==> src/rtl/lfsr_crc32_fcs_insert.sv <==
// rtl/lfsr_crc32_fcs_insert.sv - byte-stream CRC-32 frame controller: pass-through, optional zero pad, FCS append
// Holds a combinational Galois LFSR step helper and the frame controller that sequences it.

module lfsr #(
  parameter int                    LFSR_WIDTH = 32,
  parameter logic [LFSR_WIDTH-1:0] LFSR_POLY  = 32'h04c11db7,
  parameter bit                    REVERSE    = 1'b1,
  parameter int                    DATA_WIDTH = 8
) (
  input  logic [DATA_WIDTH-1:0] data_in,
  input  logic [LFSR_WIDTH-1:0] state_in,
  output logic [LFSR_WIDTH-1:0] state_out
);

  function automatic logic [LFSR_WIDTH-1:0] reflect(input logic [LFSR_WIDTH-1:0] v);
    logic [LFSR_WIDTH-1:0] r;
    for (int i = 0; i < LFSR_WIDTH; i++) r[i] = v[LFSR_WIDTH-1-i];
    return r;
  endfunction

  localparam logic [LFSR_WIDTH-1:0] POLY_REV = reflect(LFSR_POLY);

  logic [LFSR_WIDTH-1:0] st;
  logic                  fb;

  // Reflected mode shifts right and consumes data LSB first, matching Ethernet bit order.
  always_comb begin
    st = state_in;
    fb = 1'b0;
    for (int i = 0; i < DATA_WIDTH; i++) begin
      if (REVERSE) begin
        fb = st[0] ^ data_in[i];
        st = st >> 1;
        if (fb) st = st ^ POLY_REV;
      end else begin
        fb = st[LFSR_WIDTH-1] ^ data_in[DATA_WIDTH-1-i];
        st = st << 1;
        if (fb) st = st ^ LFSR_POLY;
      end
    end
    state_out = st;
  end

endmodule

module lfsr_crc32_fcs_insert #(
  parameter bit ENABLE_PADDING   = 1'b0,
  parameter int MIN_FRAME_LENGTH = 60
) (
  input  logic       clk,
  input  logic       rst,
  input  logic [7:0] s_axis_tdata,
  input  logic       s_axis_tvalid,
  output logic       s_axis_tready,
  input  logic       s_axis_tlast,
  output logic [7:0] m_axis_tdata,
  output logic       m_axis_tvalid,
  input  logic       m_axis_tready,
  output logic       m_axis_tlast,
  output logic       busy
);

  typedef enum logic [1:0] {ST_PAYLOAD, ST_PAD, ST_FCS} state_t;

  localparam logic [8:0] MIN_LEN = 9'(MIN_FRAME_LENGTH);

  state_t      state_q, state_d;
  logic [31:0] crc_q, crc_d;
  logic [7:0]  count_q, count_d;
  logic [1:0]  idx_q, idx_d;
  logic [7:0]  tdata_q, tdata_d;
  logic        tvalid_q, tvalid_d;
  logic        tlast_q, tlast_d;
  logic        busy_q, busy_d;

  logic        out_en;
  logic        accept;
  logic [7:0]  crc_din;
  logic [31:0] crc_next;
  logic [31:0] fcs;
  logic [7:0]  fcs_byte;
  logic [7:0]  count_inc;

  assign out_en    = !tvalid_q || m_axis_tready;
  assign accept    = s_axis_tvalid && s_axis_tready;
  assign crc_din   = (state_q == ST_PAD) ? 8'h00 : s_axis_tdata;
  assign fcs       = ~crc_q;
  assign count_inc = (count_q == 8'hFF) ? count_q : count_q + 8'd1;

  always_comb begin
    case (idx_q)
      2'd0:    fcs_byte = fcs[7:0];
      2'd1:    fcs_byte = fcs[15:8];
      2'd2:    fcs_byte = fcs[23:16];
      default: fcs_byte = fcs[31:24];
    endcase
  end

  lfsr #(
    .LFSR_WIDTH(32),
    .LFSR_POLY (32'h04c11db7),
    .REVERSE   (1'b1),
    .DATA_WIDTH(8)
  ) u_crc_step (
    .data_in  (crc_din),
    .state_in (crc_q),
    .state_out(crc_next)
  );

  always_ff @(posedge clk or posedge rst) begin
    if (rst) begin
      state_q  <= ST_PAYLOAD;
      crc_q    <= 32'hFFFFFFFF;
      count_q  <= 8'd0;
      idx_q    <= 2'd0;
      tdata_q  <= 8'd0;
      tvalid_q <= 1'b0;
      tlast_q  <= 1'b0;
      busy_q   <= 1'b0;
    end else begin
      state_q  <= state_d;
      crc_q    <= crc_d;
      count_q  <= count_d;
      idx_q    <= idx_d;
      tdata_q  <= tdata_d;
      tvalid_q <= tvalid_d;
      tlast_q  <= tlast_d;
      busy_q   <= busy_d;
    end
  end

  always_comb begin
    state_d  = state_q;
    crc_d    = crc_q;
    count_d  = count_q;
    idx_d    = idx_q;
    tdata_d  = tdata_q;
    tvalid_d = tvalid_q;
    tlast_d  = tlast_q;
    busy_d   = busy_q;
    // A new frame's first byte may be accepted in the same cycle the previous tlast leaves.
    if (tvalid_q && m_axis_tready && tlast_q) busy_d = 1'b0;
    if (out_en) begin
      tvalid_d = 1'b0;
      tlast_d  = 1'b0;
      case (state_q)
        ST_PAYLOAD: begin
          if (accept) begin
            tvalid_d = 1'b1;
            tdata_d  = s_axis_tdata;
            crc_d    = crc_next;
            count_d  = count_inc;
            busy_d   = 1'b1;
            if (s_axis_tlast) begin
              if (ENABLE_PADDING && ({1'b0, count_q} + 9'd1 < MIN_LEN)) state_d = ST_PAD;
              else state_d = ST_FCS;
            end
          end
        end
        ST_PAD: begin
          tvalid_d = 1'b1;
          tdata_d  = 8'h00;
          crc_d    = crc_next;
          count_d  = count_inc;
          if ({1'b0, count_inc} >= MIN_LEN) state_d = ST_FCS;
        end
        ST_FCS: begin
          tvalid_d = 1'b1;
          tdata_d  = fcs_byte;
          idx_d    = idx_q + 2'd1;
          if (idx_q == 2'd3) begin
            tlast_d = 1'b1;
            crc_d   = 32'hFFFFFFFF;
            count_d = 8'd0;
            idx_d   = 2'd0;
            state_d = ST_PAYLOAD;
          end
        end
        default: state_d = ST_PAYLOAD;
      endcase
    end
  end

  always_comb begin
    s_axis_tready = 1'b0;
    if (!rst && state_q == ST_PAYLOAD) s_axis_tready = out_en;
    m_axis_tdata  = tdata_q;
    m_axis_tvalid = tvalid_q;
    m_axis_tlast  = tlast_q;
    busy          = busy_q;
  end

endmodule

==> config.mk <==
export PLATFORM = sky130hd
export DESIGN_NAME = lfsr_crc32_fcs_insert
export DESIGN_NICKNAME = d
export VERILOG_FILES = /design/src/rtl/lfsr_crc32_fcs_insert.sv
export SDC_FILE = /design/constraint.sdc
export NUM_CORES = 1
export LEC_CHECK = 0
export BUFFER_PORTS_ARGS = -buffer_cell sky130_fd_sc_hd__clkbuf_2
export CORE_MARGIN = 4
export CORE_UTILIZATION = 60
export DETAILED_ROUTE_END_ITERATION = 8
export GPL_TIMING_DRIVEN = 0
export PLACE_DENSITY = 0.83
export SLEW_MARGIN = 30
export SYNTH_ARGS = -nofsm -noshare
export SYNTH_HDL_FRONTEND = slang
export SYNTH_SLANG_ARGS = --single-unit
export TNS_END_PERCENT = 20
==> constraint.sdc <==
create_clock -name clk -period 2.31 [get_ports clk]
set_clock_uncertainty 0.05 [all_clocks]
set_input_delay 0.1155 -clock clk [delete_from_list [all_inputs] [get_ports clk]]
set_output_delay 0.1155 -clock clk [all_outputs]
set_load 0.02 [all_outputs]
### Word-level counts from Yosys, hierarchy flattened

Cells that the tools add are included.

* flip-flop bits (word level): 55
* bits in latches: 0
* bits in writable memories: 0
* memory bits (read-only): 0
* input port bits: 13
* output and inout bits: 12
* word-level logic and storage cells: 87
* memories kept: 0

* $add $sub $neg: 2
* $mul: 0
* divide/modulo/power cells: 0
* magnitude comparators: 1
* eq/ne operators: 10
* shift-type cells: 0
* mux-type cells: 34
* bitwise logic cells: 17
* reduce and logical (&&, ||, !) cells: 15

Operator list (number)
* 2-to-1 mux 32 bit: 10
* inverter 13 -> 14 bit: 8
* case mux 32 bit (3 select lines): 1
* case mux 8 bit (3 select lines): 3
* 2-to-1 mux 8 bit: 5
* inverter 32 bit: 1
* 2-to-1 mux 2 bit: 5
* adder 8 x 1 -> 8 bit, second input constant: 1
* equality test 8 bit, second input constant: 1
* >= comparator 8 x 6 -> 1 bit, second input constant: 1
* 2-to-1 mux 1 bit: 8
* XOR 1 bit: 8
* equality test 2 bit, second input constant: 3
* inequality test 2 bit, second input constant: 3
* case mux 2 bit (3 select lines): 1
* AND reduction 5 bit: 1
* equality test 2 x 1 -> 1 bit, second input constant: 2
* logical AND 1 bit: 4
* zero test 2 bit: 2
* AND reduction 4 bit: 1
* AND reduction 3 bit: 1
* nonzero test 3 bit: 1
* adder 2 x 1 -> 2 bit, second input constant: 1
* zero test 1 bit: 2
* 5 further kinds: 5

### Depth between registers and ports, before layout

Gate-level depths: netlist of the first run.

* depth in word-level cells: 20
* mapped depth: 7
* depth with buffers taken out: 6

### Hierarchy

A second synthesis of the first run with hierarchy kept.

* cells, all modules: 274
* area total of the unflattened synthesis: 3113.0 µm²

Modules (own cells, without submodules)
* lfsr_crc32_fcs_insert: times used 1, cells an instance 200, area each 2348.5 µm², sequential area each 1191.1 µm²
* lfsr: times used 1, cells an instance 74, area each 764.5 µm², sequential area each 0.0 µm²

### Worst setup path after synthesis of the first run

No wires, ideal clock.

* path type: reg2reg
* start point: reg idx_q[0]
* end point: reg crc_q[1]
* arrival: 1.657 ns
* data required time: 2.187 ns
* setup slack: 0.530 ns
* cell stages (with the launch flop): 8
* buffers on the path: 2
* path through: dfrtp_1 -> ha_1 -> clkbuf_1 -> nand2_1 -> a21oi_1 -> buf_2 -> nor2_1 -> a21oi_1

* cells in the longest elaborated chain, start to end: 3

Ends and longest elaborated chain
* start, declared: line 70 `logic [1:0] idx_q, idx_d;`
* start signal, assigned: line 124 `idx_q <= idx_d;`
* equality test 2 bit: line 171 `if (idx_q == 2'd3) begin`
* inequality test 2 bit (no line)
* AND reduction 4 bit (no line)
* end signal, assigned: line 122 `crc_q <= crc_d;`
* end, declared: line 68 `logic [31:0] crc_q, crc_d;`

Every way passes these cells.
A chain may end at the register's enable or synchronous reset.

### Worst setup path in the final report of the first run

* start point: reg idx_q[0]
* end point: reg crc_q[29]

The elaborated chain is that of the path after synthesis.

==> results of run 1 <==
-- through the flow --
step | setup slack [ns] | cells | hold WS (ns) | utilization (%) | instance area (sq um)
6_report | 0.141 | 386 | 0.0550 | 69.7 | 3560
5_1_grt | 0.0558 | 386 | 0.0650 | 69.7 | 3560
4_1_cts | 0.0307 | 386 | 0.0624 | 69.4 | 3540
3_5_place_dp | -0.282 | 376 | 0.107 | 66.0 | 3370
3_3_place_gp | -0.197 | 375 | 0.303 | 65.6 | 3350
2_1_floorplan | 0.530 | 281 | 0.212 | - | 3140
-- registers in the layout (all words and copies together), names as in the netlist --
signal and cells:
m_axis_tdata 8, idx_q 2, crc_q 32, m_axis_tvalid 1, busy 1, state_q 1, m_axis_tlast 1
-- path summary, 6_finish.rpt --
path,to,slack (ns),depth (start not counted)
min in group asynchronous,idx_q[0]$_DFFE_PP0P_,0.33,3
max reg2reg,crc_q[29]$_DFFE_PP1P_,0.14,7
max in group asynchronous,crc_q[16]$_DFFE_PP1P_,1.30,4
min reg2reg,busy$_DFF_PP0_,0.43,1
max,crc_q[29]$_DFFE_PP1P_,0.14,7
min,busy$_DFF_PP0_,0.05,3
-- worst min-delay path: cells and delay by family --
family	cells	cell delay [ns]
buf+inv	1	0.10
compound gates	1	0.10
simple gates	1	0.07
-- what timing repair did --
item                                    in CTS  in global routing
hold endpoints to repair                     6                  0
endpoints found under the setup margin      30                 17
hold buffers                                 2                  0
gates resized for setup                      3                  7
-- final cells by class --
class                           count  area (sq um)  share of cell area, %
Multi-Input combinational cell    222          1920                   53.9
Sequential cell                    46          1190                   33.5
Timing Repair Buffer               27           160                   4.50
Tap cell                           70          87.6                   2.46
Clock buffer                        6          82.6                   2.32
Clock inverter                      2          60.1                   1.69
Buffer                             10          48.8                   1.37
Inverter                            3          11.3                  0.316
-- power by group through the flow --
stage	registers [uW]	logic [uW]	clock network, uW
finish	1690	4200	748
detailed placement	1690	4110	0
global placement	1670	3980	0
global route	1740	4460	785
floorplan	1720	3230	0
CTS	1680	4160	749
-- layout by cell type, fill, tap and decap left out, types with 9 or more instances in the layout --
cell type and instances:
dfrtp_1 14, xnor2_1 16, o21ai_0 9, xnor2_4 11, nor2_1 33, dfstp_2 32
xnor3_1 12, nor2b_1 33, xor2_1 13, a21oi_1 33, clkbuf_2 25, nand2_1 19
-- layer usage --
metal | share of wire (%) | vias up | routed length [microns]
li1 | - | 1016 | -
met1 | 40 | 1080 | 2840
met2 | 52 | 85 | 3710
met3 | 6.6 | 12 | 470
met4 | 1.8 | 0 | 131
met5 | 0 | - | 0
-- cell families after synthesis --
logic type | Yosys count | share of synthesized area [%]
xor+xnor | 61 | 32.9
fa+ha+maj | 4 | 1.59
compound gates | 54 | 9.07
mux | 1 | 0.358
buf+inv | 13 | 1.67
flops | 46 | 37.9
simple gates | 102 | 16.6
==> results_dict.tcl, run 1 <==
set metrics [dict create \
    worst_slew_pin_slew_ns 0.649 \
    cp_top_family "buffers and inverters" \
    critPathMaxStageDelay_ns 0.45 \
    switching_share_pct 39.5 \
    p_switching_uw 2620 \
    die_area_sq_um 6460 \
    cp_slowest_cell "dfrtp_1" \
    use_met1_pct 29.4 \
    synth_enable_flop_cells 0 \
    timing.fmax_ghz 0.461 \
    seqPwrFrac_pct 25.5 \
    syn_inst 281 \
    synth_seq_cells 46 \
    grt_use_met3_pct 3.70 \
    ys_top_cells_by_count "a21oi_1 (34), nor2_1 (33), nor2b_1 (33)" \
    yosysTopAreaCellShare_pct 26.7 \
    nets 332 \
    cp.arrival_ns 2.35 \
    async_flop_share_pct 100 \
    min_from "m_axis_tready" \
    path_max_fanout 10 \
    power_uw 6640 \
    crit_top_cell "buf_2" \
    power.density_nw_per_um2 1860 \
    worstSetupPathType "reg2reg" \
    vias 2193 \
    rows 26 \
    dp_hpwl_mm 5.01 \
    core_sq_um 5110 \
    status "complete, no violations" \
    hold_path.class "in2reg" \
    wl_per_cell_microns 18.5 \
    synthDistinctLibCells 31 \
    die_x_microns 80.4 \
    htreeDepth 2 \
    drive_above_1_share_pct 29.1 \
    finalCritPeriodShare_pct 93.9 \
    maxCapViolations 0 \
    grt_overflow 0 \
    grt_max_degree 29 \
    vias_per_cell 5.68 \
    ys_seq_area_share_pct 37.9 \
    rsz0062_at_grt "no" \
    grt_use_total_pct 24.2 \
    internal_power_uw 4020 \
    cts_made_buffers 5 \
    crit_path_start "idx_q[0]$_DFFE_PP0P_" \
    tritoncts "yes" \
    port-buffer-count 24 \
    start_util_pct 61.6 \
    clk_latency_ns 0.31 \
    crit_buf_inv 2 \
    setup_viol 0 \
    cp-end-kind "register" \
    yosysMostFrequentCell "a21oi_1" \
    busiest_layer "met2" \
    area_delta_synth_final_pct 13.3 \
    syn_avg_cell_area_sq_um 11.2 \
    postCtsSetupBuffers 0 \
    use_met2_pct 43.3 \
    synth_area_leaders "dfstp_2 (27%), dfrtp_1 (11%), xnor2_4 (9.6%)" \
    syn_nets 298 \
    fillers 376 \
    firstDrtPassIters 5 \
    finalHoldViolations 0 \
    synth-main-ff-cell "dfstp_2" \
    cp-start-kind "register" \
    clock_path_buffers 2 \
    dieHeight_microns 80.4 \
    diodes 0 \
    pwr-share-comb_pct 63.3 \
    gp_congestion 0.878 \
    cts.clk_slew.worst_paths_ns 0.09 \
    antenna_left 0 \
    cts_root_buffer "clkbuf_8" \
    cp.required_ns 2.49 \
    clock_sinks 46 \
    leakagePower_uw 0.00156 \
    relSlewSlack_pct 56.4 \
    peakVddDrop_mv 0.820 \
    path_cells "ha_2 > buf_2 > nand2_1 > a21oi_4 > buf_2 > nor2_1 > a21oi_1" \
    ys_warn_count 0 \
    r2r_start "idx_q[0]$_DFFE_PP0P_" \
    io_pins 25 \
    synth_area_sq_um 3140 \
    drv_slew 0 \
    drc 0 \
    fin_tns_setup_ns 0 \
    yosysTopAreaCell "dfstp_2" \
    pwr-share-clk_pct 11.3 \
    grt_pass1_vias 2266 \
    wl_mm 7.16 \
    layout_min_cycle_time_ns 2.17 \
    antenna_found_initial 0 \
    drt_iter0_drc 146 \
    grt_pass1_wl_mm 11.5 \
]
Power figures use the tool's default switching activity.
==> run 2: changes to the inputs <==
--- a/config.mk
+++ b/config.mk
@@ -9,8 +9,8 @@
 export CORE_MARGIN = 4
 export CORE_UTILIZATION = 60
 export DETAILED_ROUTE_END_ITERATION = 8
-export GPL_TIMING_DRIVEN = 0
 export PLACE_DENSITY = 0.83
+export REMOVE_ABC_BUFFERS = 1
 export SLEW_MARGIN = 30
 export SYNTH_ARGS = -nofsm -noshare
 export SYNTH_HDL_FRONTEND = slang
==> constraint.sdc (replaced) <==
create_clock -name clk -period 2.1 [get_ports clk]
set_clock_uncertainty 0.05 [all_clocks]
set_input_delay 0.105 -clock clk [delete_from_list [all_inputs] [get_ports clk]]
set_output_delay 0.105 -clock clk [all_outputs]
set_load 0.02 [all_outputs]
==> results_dict.tcl, run 2 (same netlist as run 1, synthesis figures left out) <==
set metrics [dict create \
    clock_sinks 46 \
    core_sq_um 5110 \
    die_x_microns 80.4 \
    cp_top_family "simple AND/OR/NAND/NOR gates" \
    grt_overflow 0 \
    worstSetupPathType "reg2reg" \
    setup_slack_ns 0.171 \
    pwr-share-clk_pct 7.6 \
    layout_min_cycle_time_ns 1.93 \
    path_depth 6 \
    cts_made_buffers 5 \
    finalCritPeriodShare_pct 91.9 \
    finalHoldViolations 0 \
    io_pins 25 \
    ff2ff_path_depth 6 \
    drive_above_1_share_pct 30.3 \
    r2r_start "idx_q[0]$_DFFE_PP0P_" \
    path_cells "inv_1 > ha_2 > and2b_2 > or4_1 > a31oi_1 > o21ai_0" \
    pwr-share-comb_pct 65.7 \
    gp_congestion 0.802 \
    seqPwrFrac_pct 26.7 \
    place_ws_ns 0.102 \
    vias_per_cell 5.54 \
    tritoncts "yes" \
    fin_hold_ws_ns 0.0653 \
    cts.clk_slew.worst_paths_ns 0.09 \
    rsz0062_at_grt "no" \
    largest_register_ffs 32 \
    cp-start-kind "register" \
    path_max_fanout 8 \
    firstDrtPassIters 4 \
    internal_power_uw 4220 \
    maxCapViolations 0 \
    regMostFlops "crc_q" \
    drv_slew 0 \
    vias 2144 \
    setup_viol 0 \
    start_util_pct 61.6 \
    dieHeight_microns 80.4 \
    power.density_nw_per_um2 1970 \
    fillers 369 \
    reg2reg_slack_ns 0.17 \
    drt_iter0_drc 140 \
    relSlewSlack_pct 65.6 \
    switching_share_pct 39.3 \
    cp_slowest_cell "or4_1" \
    drc 0 \
    worst_slew_pin_slew_ns 0.516 \
    leakagePower_uw 0.00155 \
    finish.utilization_pct 69.1 \
    diodes 0 \
    wl_mm 6.62 \
    wl_per_cell_microns 17.1 \
    fin_tns_setup_ns 0 \
    clk_latency_ns 0.31 \
    cts_root_buffer "clkbuf_8" \
    htreeDepth 2 \
    die_area_sq_um 6460 \
    area_delta_synth_final_pct 12.2 \
    rows 26 \
    antenna_found_initial 0 \
    power_uw 6950 \
    crit_buf_inv 1 \
    port-buffer-count 24 \
    grt_max_degree 26 \
    timing.fmax_ghz 0.518 \
    r2r-end "m_axis_tdata[4]$_DFFE_PP0P_" \
    crit_end "m_axis_tdata[4]$_DFFE_PP0P_" \
    p_switching_uw 2730 \
    status "complete, no violations" \
    cp.required_ns 2.24 \
    cp-end-kind "register" \
    nets 333 \
    hold_path.class "in2reg" \
    grt_pass1_wl_mm 11.3 \
    layout_common_cells "nor2b_1 (33), nor2_1 (33), a21oi_1 (33)" \
    crit_path_start "idx_q[0]$_DFFE_PP0P_" \
    grt_use_total_pct 23.2 \
    dp_hpwl_mm 4.84 \
    antenna_left 0 \
    peakVddDrop_mv 0.946 \
    cp.arrival_ns 2.07 \
    clock_path_buffers 2 \
    grt_pass1_vias 2291 \
    critPathMaxStageDelay_ns 0.48 \
]
## run 2: power groups by stage
stage	logic, uW	clock network (uW)	registers (uW)
6_report	4570	529	1850
5_1_grt	4950	577	1910
4_1_cts	4580	540	1850
3_5_place_dp	4540	0	1870
3_3_place_gp	4400	0	1840
2_1_floorplan	3490	0	1930
## run 2: repair_timing
action                                 4_1_cts  5_1_grt
endpoints found under the hold margin        7        0
hold buffers                                 2        0
gates resized for setup                      0        2
setup endpoints to repair                    0        4
setup buffers                                0        0
## run 2: worst min-delay path, stage by stage
cell and delay (ns):
clkbuf_2 0.09, nand3_1 0.08, a21o_1 0.11
## run 2: per-layer routing
| metal | routed length (microns) | global-route usage [%] | vias up |
|---|---|---|---|
| met1 | 2650 | 28.7 | 1058 |
| met2 | 3550 | 40.4 | 61 |
| li1 | - | - | 1015 |
| met5 | 0 | 0 | - |
| met4 | 111 | 8.28 | 0 |
| met3 | 311 | 4.15 | 10 |
## run 2: worst min-delay path by stage
stage,endpoint,depth (start not counted),start,slack (ns)
2_1_floorplan,state_q[1]$_DFFE_PP0P_,2,s_axis_tlast,0.20
3_3_place_gp,state_q[1]$_DFFE_PP0P_,2,rst,0.12
3_5_place_dp,state_q[1]$_DFFE_PP0P_,2,rst,0.12
4_1_cts,busy$_DFF_PP0_,3,m_axis_tready,0.07
5_1_grt,busy$_DFF_PP0_,3,m_axis_tready,0.09
6_report,busy$_DFF_PP0_,3,m_axis_tready,0.07
## run 2: per-stage QoR
| stage | area [sq um] | std cells |
|---|---|---|
| after floorplan | 3100 | 271 |
| after global placement | 3420 | 377 |
| after detailed placement | 3420 | 377 |
| after CTS | 3520 | 387 |
| after global routing | 3530 | 387 |
| final | 3530 | 387 |
## run 2: cell type report
type                       count  area, sq um  area share (%)
tap                           70         87.6            2.48
clock buffer                   8         80.1            2.27
multi-input combinational    222         1910            54.3
inverter                       3         11.3           0.319
timing repair buffer          38          243            6.88
sequential                    46         1190            33.8
